File: src/rtl/pmem_line_arbiter_pkg.sv
// Shared types for the physical-memory line arbiter: FSM states, requester
// identity and the line-offset geometry.
package arb_types;

    typedef enum logic [1:0] {
        IDLE       = 2'd0,
        SERVE_I    = 2'd1,
        SERVE_D_RD = 2'd2,
        SERVE_D_WR = 2'd3
    } arb_state_t;

    typedef enum logic {
        REQ_I = 1'b0,
        REQ_D = 1'b1
    } requester_t;

    localparam int LINE_OFFSET_BITS = 5;

endpackage

File: src/rtl/pmem_line_arbiter.sv
// Round-robin arbiter sharing one physical-memory line port between the
// I-cache (read-only) and the D-cache (read and write-back).
module pmem_line_arbiter
    import arb_types::*;
#(
    parameter int ADDR_W = 32,
    parameter int LINE_W = 256
) (
    input  logic              clk,
    input  logic              rst_n,

    input  logic              i_pmem_read,
    input  logic [ADDR_W-1:0] i_pmem_address,
    output logic [LINE_W-1:0] i_pmem_rdata,
    output logic              i_pmem_resp,

    input  logic              d_pmem_read,
    input  logic              d_pmem_write,
    input  logic [ADDR_W-1:0] d_pmem_address,
    input  logic [LINE_W-1:0] d_pmem_wdata,
    output logic [LINE_W-1:0] d_pmem_rdata,
    output logic              d_pmem_resp,

    output logic              pmem_read,
    output logic              pmem_write,
    output logic [ADDR_W-1:0] pmem_address,
    output logic [LINE_W-1:0] pmem_wdata,
    input  logic [LINE_W-1:0] pmem_rdata,
    input  logic              pmem_resp
);

    localparam logic [ADDR_W-1:0] LINE_MASK =
        {{(ADDR_W-LINE_OFFSET_BITS){1'b1}}, {LINE_OFFSET_BITS{1'b0}}};

    arb_state_t        state_q, state_d;
    requester_t        last_served_q, last_served_d;
    logic [ADDR_W-1:0] addr_q, addr_d;
    logic [LINE_W-1:0] wdata_q, wdata_d;
    logic              read_q, read_d;
    logic              write_q, write_d;

    logic              i_req_s;
    logic              d_req_s;
    logic              grant_i_s;
    logic              i_resp_s;
    logic              d_resp_s;

    assign i_req_s   = i_pmem_read;
    assign d_req_s   = d_pmem_read | d_pmem_write;
    // On contention the requester that was not served last wins.
    assign grant_i_s = i_req_s & (~d_req_s | (last_served_q == REQ_D));

    // Next-state, grant latching and completion routing.
    always_comb begin
        state_d       = state_q;
        last_served_d = last_served_q;
        addr_d        = addr_q;
        wdata_d       = wdata_q;
        i_resp_s      = 1'b0;
        d_resp_s      = 1'b0;

        case (state_q)
            IDLE: begin
                if (grant_i_s) begin
                    state_d = SERVE_I;
                    addr_d  = i_pmem_address & LINE_MASK;
                    wdata_d = d_pmem_wdata;
                end else if (d_req_s) begin
                    // Read+write together is treated as a write-back.
                    state_d = d_pmem_write ? SERVE_D_WR : SERVE_D_RD;
                    addr_d  = d_pmem_address & LINE_MASK;
                    wdata_d = d_pmem_wdata;
                end else begin
                    state_d = IDLE;
                end
            end
            SERVE_I: begin
                if (pmem_resp) begin
                    i_resp_s      = 1'b1;
                    state_d       = IDLE;
                    last_served_d = REQ_I;
                end else begin
                    state_d = SERVE_I;
                end
            end
            SERVE_D_RD, SERVE_D_WR: begin
                if (pmem_resp) begin
                    d_resp_s      = 1'b1;
                    state_d       = IDLE;
                    last_served_d = REQ_D;
                end else begin
                    state_d = state_q;
                end
            end
            default: begin
                state_d = IDLE;
            end
        endcase
    end

    // Memory strobes registered from the upcoming state.
    always_comb begin
        read_d  = 1'b0;
        write_d = 1'b0;
        case (state_d)
            SERVE_I:    read_d  = 1'b1;
            SERVE_D_RD: read_d  = 1'b1;
            SERVE_D_WR: write_d = 1'b1;
            default: begin
                read_d  = 1'b0;
                write_d = 1'b0;
            end
        endcase
    end

    // State, arbitration history, latches and strobe registers.
    always_ff @(posedge clk or negedge rst_n) begin
        if (!rst_n) begin
            state_q       <= IDLE;
            last_served_q <= REQ_I;
            addr_q        <= {ADDR_W{1'b0}};
            wdata_q       <= {LINE_W{1'b0}};
            read_q        <= 1'b0;
            write_q       <= 1'b0;
        end else begin
            state_q       <= state_d;
            last_served_q <= last_served_d;
            addr_q        <= addr_d;
            wdata_q       <= wdata_d;
            read_q        <= read_d;
            write_q       <= write_d;
        end
    end

    assign pmem_read    = read_q;
    assign pmem_write   = write_q;
    assign pmem_address = addr_q;
    assign pmem_wdata   = wdata_q;

    assign i_pmem_resp  = i_resp_s;
    assign d_pmem_resp  = d_resp_s;
    assign i_pmem_rdata = pmem_rdata;
    assign d_pmem_rdata = pmem_rdata;

endmodule

File: config.mk
export PLATFORM = sky130hd
export DESIGN_NAME = pmem_line_arbiter
export DESIGN_NICKNAME = d
export VERILOG_FILES = /design/src/rtl/pmem_line_arbiter_pkg.sv /design/src/rtl/pmem_line_arbiter.sv
export SDC_FILE = /design/constraint.sdc
export NUM_CORES = 1
export LEC_CHECK = 0
export CAP_MARGIN = 20
export CORE_AREA = 2 2 545 547
export CTS_CLUSTER_SIZE = 14
export DETAILED_ROUTE_END_ITERATION = 12
export DIE_AREA = 0 0 547 549
export GPL_TIMING_DRIVEN = 0
export MAX_ROUTING_LAYER = met4
export SLEW_MARGIN = 0
export SYNTH_ARGS = -nofsm -noshare
export SYNTH_HDL_FRONTEND = slang
export SYNTH_SLANG_ARGS = --single-unit
File: constraint.sdc
create_clock -name clk -period 2.84 [get_ports clk]
set_clock_uncertainty 0.2 [all_clocks]
set_input_delay 0.568 -clock clk [delete_from_list [all_inputs] [get_ports clk]]
set_output_delay 0.568 -clock clk [all_outputs]
set_load 0.1 [all_outputs]
==> run summary, run 1 <==
The run finished with clean final reports. The later-pin clock latency in the skew report came out at 600 ps. The count of placed standard cells including taps came out at 6,450. The critical path is of the flip-flop to output pin type. The maximum buffer depth of the clock tree came out at 3. The effective utilization at floorplan is 0.05406. The number of antenna violations at the first check in global routing is around 120. Yosys attributes the largest share of cell area to dfrtp_1 45%, buf_4 24%, mux2_4 23%. The critical path data arrival time is roughly 2000 ps. The worst setup path is captured at an output pin. The count of final max-slew check failures came out at 0. The critical path's largest stage delay came out at 740 ps. The library cell used most frequently in the layout, excluding fill and tap cells, is clkdlybuf4s50_1.

The first global-routing pass estimated 205,400 um of wire. The cell count after synthesis came out at 1,234. The layout has 33,290 filler cells. The count of H-tree levels built during CTS is 2. The headroom to the max-slew limit is 0.1959. The number of global-route vias before repair was 15,570.

The count of buffers inserted at the top-level ports is around 1,100. IR analysis of the VDD net gives a maximum drop of approximately 1.5 mV. The global-route usage over all layers came out at 0.1125. The cell with the largest stage delay on the worst path is clkdlybuf4s50_1. The number of setup buffers added after CTS is 0. The placeable core area came out at 295,000 um2. The non-filler instance count after layout came out at between 6,000 and 7,000.

The worst hold path belongs to the class flip-flop to flip-flop. The critical path goes through clkdlybuf4s50_1, buf_16. The cell type with the largest total area after synthesis is dfrtp_1. The wire-length estimate of the detail-placed layout is between 150,000 and 200,000 um. In the finished design, the share of the clock period the worst path needs comes to 0.9604. At the end of the flow the core is filled with cells to 0.1245.

The Yosys warning count is 0. The total congestion overflow came out at 0. The final wirelength came out at approximately 170,000 um. The final setup violation count is 0. The height of the chip is 549 um. The leakage dissipation is 15.01 nW.

The power density of the placed cells came out at 1391 nW/um2. Timing would allow up to ~370 MHz. The switching share of power is 0.5832.

The remaining routing DRC violations is 0. The distinct cell type count after synthesis came out at 25. The mapped netlist covers 15,950 um2. Synthesis inferred between 200 and 300 register bits. The clock transition at the registers of the reported paths is 70 ps. The via count came out at 14,990.

The final worst setup slack is 112.4 ps. The overall die area is 300,300 um2. The fraction of power consumed by sequential logic is 0.147. In this run the power spent charging and discharging nets is between 0.02 and 0.03 W. The per-cell via count in the routed design is 2.291. The number of hold violations in the final report was 0. In the layout the commonest cells are 946 x clkdlybuf4s50_1, 517 x buf_4, 288 x dfrtp_1.

The share of power burned in the clock network came out at 0.098. TritonCTS built the clock tree. The number of clock buffers added by TritonCTS is 36. The tool flagged a number of max-cap violations equal to 0.

The post-detailed-route count of antenna-violating nets is 0. The share of the synthesized area in the top cell type came out at 0.4518. On the final layout, the worst hold slack is 292.9 ps. In this run the horizontal extent of the chip is ~550 um. The startpoint kind of the worst setup timing path is a flip-flop. For the worst setup path, the data required time is 2070 ps.

A synthesized cell averages 12.93 um2. The smallest clock period supported by the final layout is computed as 2728 ps. The clock drives 288 sinks. The largest fanout on the critical path is 2. Row generation in the floorplan step produced 200 rows.

The number of DRC markers in iteration 0 is 725. In the final routed layout, each cell accounts on average for 26.16 um. 1,386 I/O pins were placed. The total internal power is 0.02130 W. Setup repair after global routing left no endpoint under its margin. The synthesis-to-layout area growth is 130.2%. The pin count of the biggest net entering global routing came out at 108.

The share of total power dissipated in combinational logic is 0.754. The cell chosen for the clock root is clkbuf_16. The routability-driven placement congestion ratio is 0.8941.

The share of the Yosys chip area taken by registers is 0.4518. The first-pass detailed-route iteration total is 5. OpenSTA, run right after detailed placement, puts the worst setup slack at -1242 ps. Of the cells placed in the final design, the portion with a size suffix greater than 1 is 0.4131. The slew of the pin with the lowest slew margin came out at 1202 ps. The sum of internal, switching and leakage power is between 0.05 and 0.06 W. The net count reported at finish came out at 3,134.
[critical path, delay by kind of cell, from the launching register on]
| family | cells | cell delay (ps) |
|---|---|---|
| buf+inv | 2 | 970 |
| flops | 1 | 360 |
[metrics by stage]
stage / area (um2) / setup TNS (ps)
global route: 36700 / 0
CTS: 36640 / 0
detailed placement: 35520 / -317250
floorplan: 15970 / 0
finish: 36720 / 0
global placement: 32040 / -3789490
[final timing paths]
kind | start | end | slack [ps] | depth (start not counted)
min in group asynchronous | rst_n | pmem_wdata[81] | 340 | 2
min reg2reg | pmem_wdata[228] | pmem_wdata[228] | 290 | 1
max in group asynchronous | rst_n | pmem_address[26] | 480 | 4
max | pmem_wdata[108] | pmem_wdata[108] | 110 | 2
min | pmem_wdata[228] | pmem_wdata[228] | 290 | 1
max reg2reg | state_q[1] | pmem_address[28] | 390 | 8
[registers in the layout (all words and copies together), names as in the netlist]
| signal | count |
|---|---|
| pmem_read | 1 |
| pmem_wdata | 256 |
| pmem_address | 27 |
| state_q | 2 |
| last_served_q | 1 |
| pmem_write | 1 |
[layout make-up]
| cell class | count | area [um2] | share of cell area |
|---|---|---|---|
| Clock inverter | 15 | 211.5 | 0.005758 |
| Multi-Input combinational cell | 385 | 4487 | 0.1222 |
| Timing Repair Buffer | 1275 | 14490 | 0.3944 |
| Inverter | 2 | 7.507 | 0.0002044 |
| Antenna cell | 25 | 62.56 | 0.001704 |
| Sequential cell | 288 | 7207 | 0.1962 |
| Clock buffer | 50 | 1065 | 0.02899 |
| Buffer | 563 | 4270 | 0.1163 |
| Tap cell | 3939 | 4928 | 0.1342 |
[logic make-up after synthesis]
| group | synth area share |
|---|---|
| buf+inv | 0.2682 |
| flops | 0.4518 |
| mux | 0.2372 |
| compound gates | 0.03075 |
| simple gates | 0.01098 |
| fa+ha+maj | 0.0007843 |
| other cells | 0.0002351 |
[cells in the mapped netlist (all sizes together)]
cell and instances:
a31oi 27, nand2b 1, o21bai 1, nand2 1
and2 2, a211o 1, dfrtp 288, a21oi 29
nor2 3, or3 1, conb 1, inv 2
clkbuf 13, o21ai 27, ha 1, nand3 27
o31ai 1, mux2 256, buf 550, a21o 1
o21ba 1
[repair_timing]
item / CTS / global route
hold buffers: 1 / 0
gates resized for setup: 141 / 0
endpoints found under the hold margin: 81 / 0
setup endpoints to repair: 418 / 0
[power by group through the flow]
stage                     Clock (W)  Sequential (W)  Combinational [W]
after floorplan                   0          0.0226            0.00913
after global placement            0         0.00755             0.0350
after detailed placement          0         0.00765             0.0398
after CTS                   0.00525         0.00754             0.0392
after global routing        0.00532         0.00779             0.0396
final                       0.00503         0.00753             0.0385
[metal layers]
layer  track usage  part of all wire  vias to the layer above
met1        0.1252              0.40                     7207
li1              -                 -                     6315
met5             -                 0                        -
met2        0.1984              0.50                     1186
met3       0.02679             0.068                      279
met4       0.03227             0.032                        0
Note: power is estimated with default switching activity, not from simulation.
==> run 2, diff against run 1 <==
==> constraint.sdc (replaced) <==
create_clock -name clk -period 2.84 [get_ports clk]
set_clock_uncertainty 0.2 [all_clocks]
set_input_delay 0.568 -clock clk [delete_from_list [all_inputs] [get_ports clk]]
set_output_delay 0.568 -clock clk [all_outputs]
set_load 0.005 [all_outputs]
==> run summary, run 2 (synthesis gave the netlist of run 1 again) <==
The count of final max-slew check failures is 0 (unchanged). In this run the critical register-to-register path is captured at pmem_address[28]. The number of antenna violations at the first check in global routing came out at 123 (+7.0%).

Setup repair after global routing left no endpoint under its margin. The slowest stage of the critical path is the clkdlybuf4s50_1 cell. The post-detailed-route count of antenna-violating nets came out at 0 (unchanged). The worst setup slack for register-to-register paths came out at 390 ps (about the same). Compared with the post-synthesis result, the final layout area differs by 110.5%. The wire length per cell was 26.84 um (+2.6%). The total internal power came to 0.01826 W (-14%).

The clock transition at the registers of the reported paths came out at 70 ps (about the same). The later-pin clock latency in the skew report was 590 ps (about the same). The largest fanout on the critical path is 2 (unchanged). The number of sinks driven by the clock tree is 288 (unchanged).

The number of DRC markers in iteration 0 is 728 (+0.41%). The critical path data arrival time came out at 1970 ps (about the same). The remaining routing DRC violations came to 0 (unchanged). The tree is rooted in a clkbuf_16. The top-level I/O count came out at 1,386 (unchanged).

The max-cap violation count was 0 (unchanged). The global-route usage over all layers came out at 0.1126 (+0.0001310). The worst-case reg-to-reg path depth is 8 (unchanged).

The leakage dissipation was 13.20 nW (-12%). The power density of the placed cells is 868.1 nW/um2 (-38%). The required time at the endpoint of the critical path came out at 2070 ps (about the same).

The first-pass detailed-route iteration total was 7 (+2). The combinational cell fraction of total power was 0.566 (-0.188). The flip-flop count of the largest register after layout is 256 (unchanged). The number of buffers created by CTS is 36 (unchanged). The top cell types in the final layout, fill and taps aside, are 1,112 x clkdlybuf4s50_1, 517 x buf_4, 288 x dfrtp_1. The wire length of the first global-routing pass came out at 203,100 um (-1.1%). The net count reported at finish is 2,979 (-4.9%).

The headroom to the max-slew limit is 0.4646 (+0.2687). The slew of the pin with the lowest slew margin came out at 802.2 ps (-400.1 ps). The number of rows created at floorplan was 200 (unchanged).

In this run the worst hold path is classified as flip-flop to flip-flop. Leaving out fill and tap cells, the most frequent cell in the layout is clkdlybuf4s50_1. By startpoint and endpoint, the worst setup path is classified as flip-flop to output pin. The height of the chip is 549 um (unchanged).

The number of global-route vias before repair came to 14,770 (-5.1%). TritonCTS built the clock tree. The signal on the critical path passes through clkdlybuf4s50_1. The share of cells above drive strength 1 came out at 0.3613 (-0.05184).

The number of fill cells came to 33,480 (+0.56%). In this run the most critical hold path is launched from pmem_wdata[228]. The non-filler instance count after layout came out at 6,401 (-2.2%). The startpoint identified for the worst register-to-register timing path is state_q[1]. The maximum vdd ir drop is 0.5880 mV (-62%). The fraction of power consumed by sequential logic is 0.260 (+0.113). The placeable core area came to 295,000 um2 (unchanged).

The effective utilization at floorplan came out at 0.05406 (unchanged). The number of hold violations in the final report came out at 0 (unchanged). The number of buffer and inverter instances along the worst setup path came out at 1 (-1). The upper clock frequency limit is 365.2 MHz (-0.38%). The run finished with clean final reports. The total congestion overflow is 0 (unchanged). The routability-driven placement congestion ratio is 0.8941 (unchanged). The final wirelength came out at 171,800 um (+0.38%). The die span in x came out at 547 um (unchanged). The final setup violation count came out at 0 (unchanged).

The switching share of power came out at 0.3737 (-0.2095). The hold slack came out at 292.1 ps (-0.8500 ps). The pin count of the biggest net entering global routing came to 108 (unchanged). The maximum buffer depth of the clock tree came to 3 (unchanged). The count of buffers inserted at the top-level ports is 1,114 (unchanged).

The count of H-tree levels built during CTS came out at 2 (unchanged). The number of stages on the worst hold path is 1 (unchanged). The shortest period the worst path allows came to 2738 ps (+10.29 ps). The ratio of final minimum period to clock period came out at 0.9641 (+0.003624). The number of setup buffers added after CTS came out at 0 (unchanged). The via count is 14,360 (-4.2%). The worst setup path is captured at an output pin. The critical path's largest stage delay came to 980 ps (+240 ps). The per-cell via count in the routed design was 2.243 (-2.1%). The HPWL after detailed placement was 159,000 um (about the same).

The share of power burned in the clock network came to 0.174 (+0.076). The worst setup path is launched from a flip-flop. The count of placed standard cells including taps came out at 6,296 (-2.4%). In this design, the largest share of critical-path delay is due to buffers and inverters. The sink of the worst hold path is pmem_wdata[228].

The overall die area came out at 300,300 um2 (unchanged). The final-layout setup total negative slack came out at 0 ps (unchanged). The switching power total is 0.01089 W (-63%).
-- run 2: worst max path at each step --
stage,cells after the start,end,startpoint
3_3_place_gp,1,pmem_address[21],rst_n
5_1_grt,9,pmem_address[16],d_pmem_write
3_5_place_dp,9,pmem_address[30],i_pmem_read
4_1_cts,1,pmem_wdata[114],pmem_wdata[114]
6_report,1,pmem_wdata[196],pmem_wdata[196]
2_1_floorplan,7,pmem_wdata[0],i_pmem_read
-- run 2: power by group through the flow --
stage / registers (W) / logic (W) / clock network, W
floorplan: 0.00756 / 0.00615 / 0
global placement: 0.00755 / 0.0168 / 0
detailed placement: 0.00766 / 0.0170 / 0
CTS: 0.00760 / 0.0171 / 0.00529
global route: 0.00785 / 0.0175 / 0.00540
finish: 0.00758 / 0.0165 / 0.00508
-- run 2: stage by stage --
step	util	setup slack, ps	total power, W	area (um2)
CTS	0.1135	14.30	0.02995	33480
finish	0.1138	102.1	0.02915	33580
global route	0.1137	40.31	0.03076	33530
floorplan	-	569.2	0.01372	15970
detailed placement	0.1091	-1242	0.02463	32180
global placement	0.1086	-12220	0.02437	32040
-- run 2: metal layers --
metal  wire, um  vias up  track usage
met1      63820     6866       0.1180
li1           -     6000            -
met5          0        -            -
met3      15890      293      0.03943
met2      84960     1199       0.1930
met4       7133        0      0.04358
-- run 2: area by class of cell --
class / count / area (um2) / share of cell area
plain buffers: 563 / 4270 / 0.1272
flip-flops and latches: 288 / 7207 / 0.2146
clock inverters: 16 / 247.7 / 0.007378
inverters: 2 / 7.507 / 0.0002236
clock buffers: 48 / 1037 / 0.03089
repair buffers: 1120 / 11290 / 0.3363
diodes: 40 / 100.1 / 0.002981
well taps: 3939 / 4928 / 0.1468
multi-input cells: 385 / 4487 / 0.1336
-- run 2: timing repair --
item	4_1_cts	5_1_grt
endpoints found under the hold margin	81	0
gates resized for setup	3	0
endpoints found under the setup margin	284	0
hold buffers	1	0
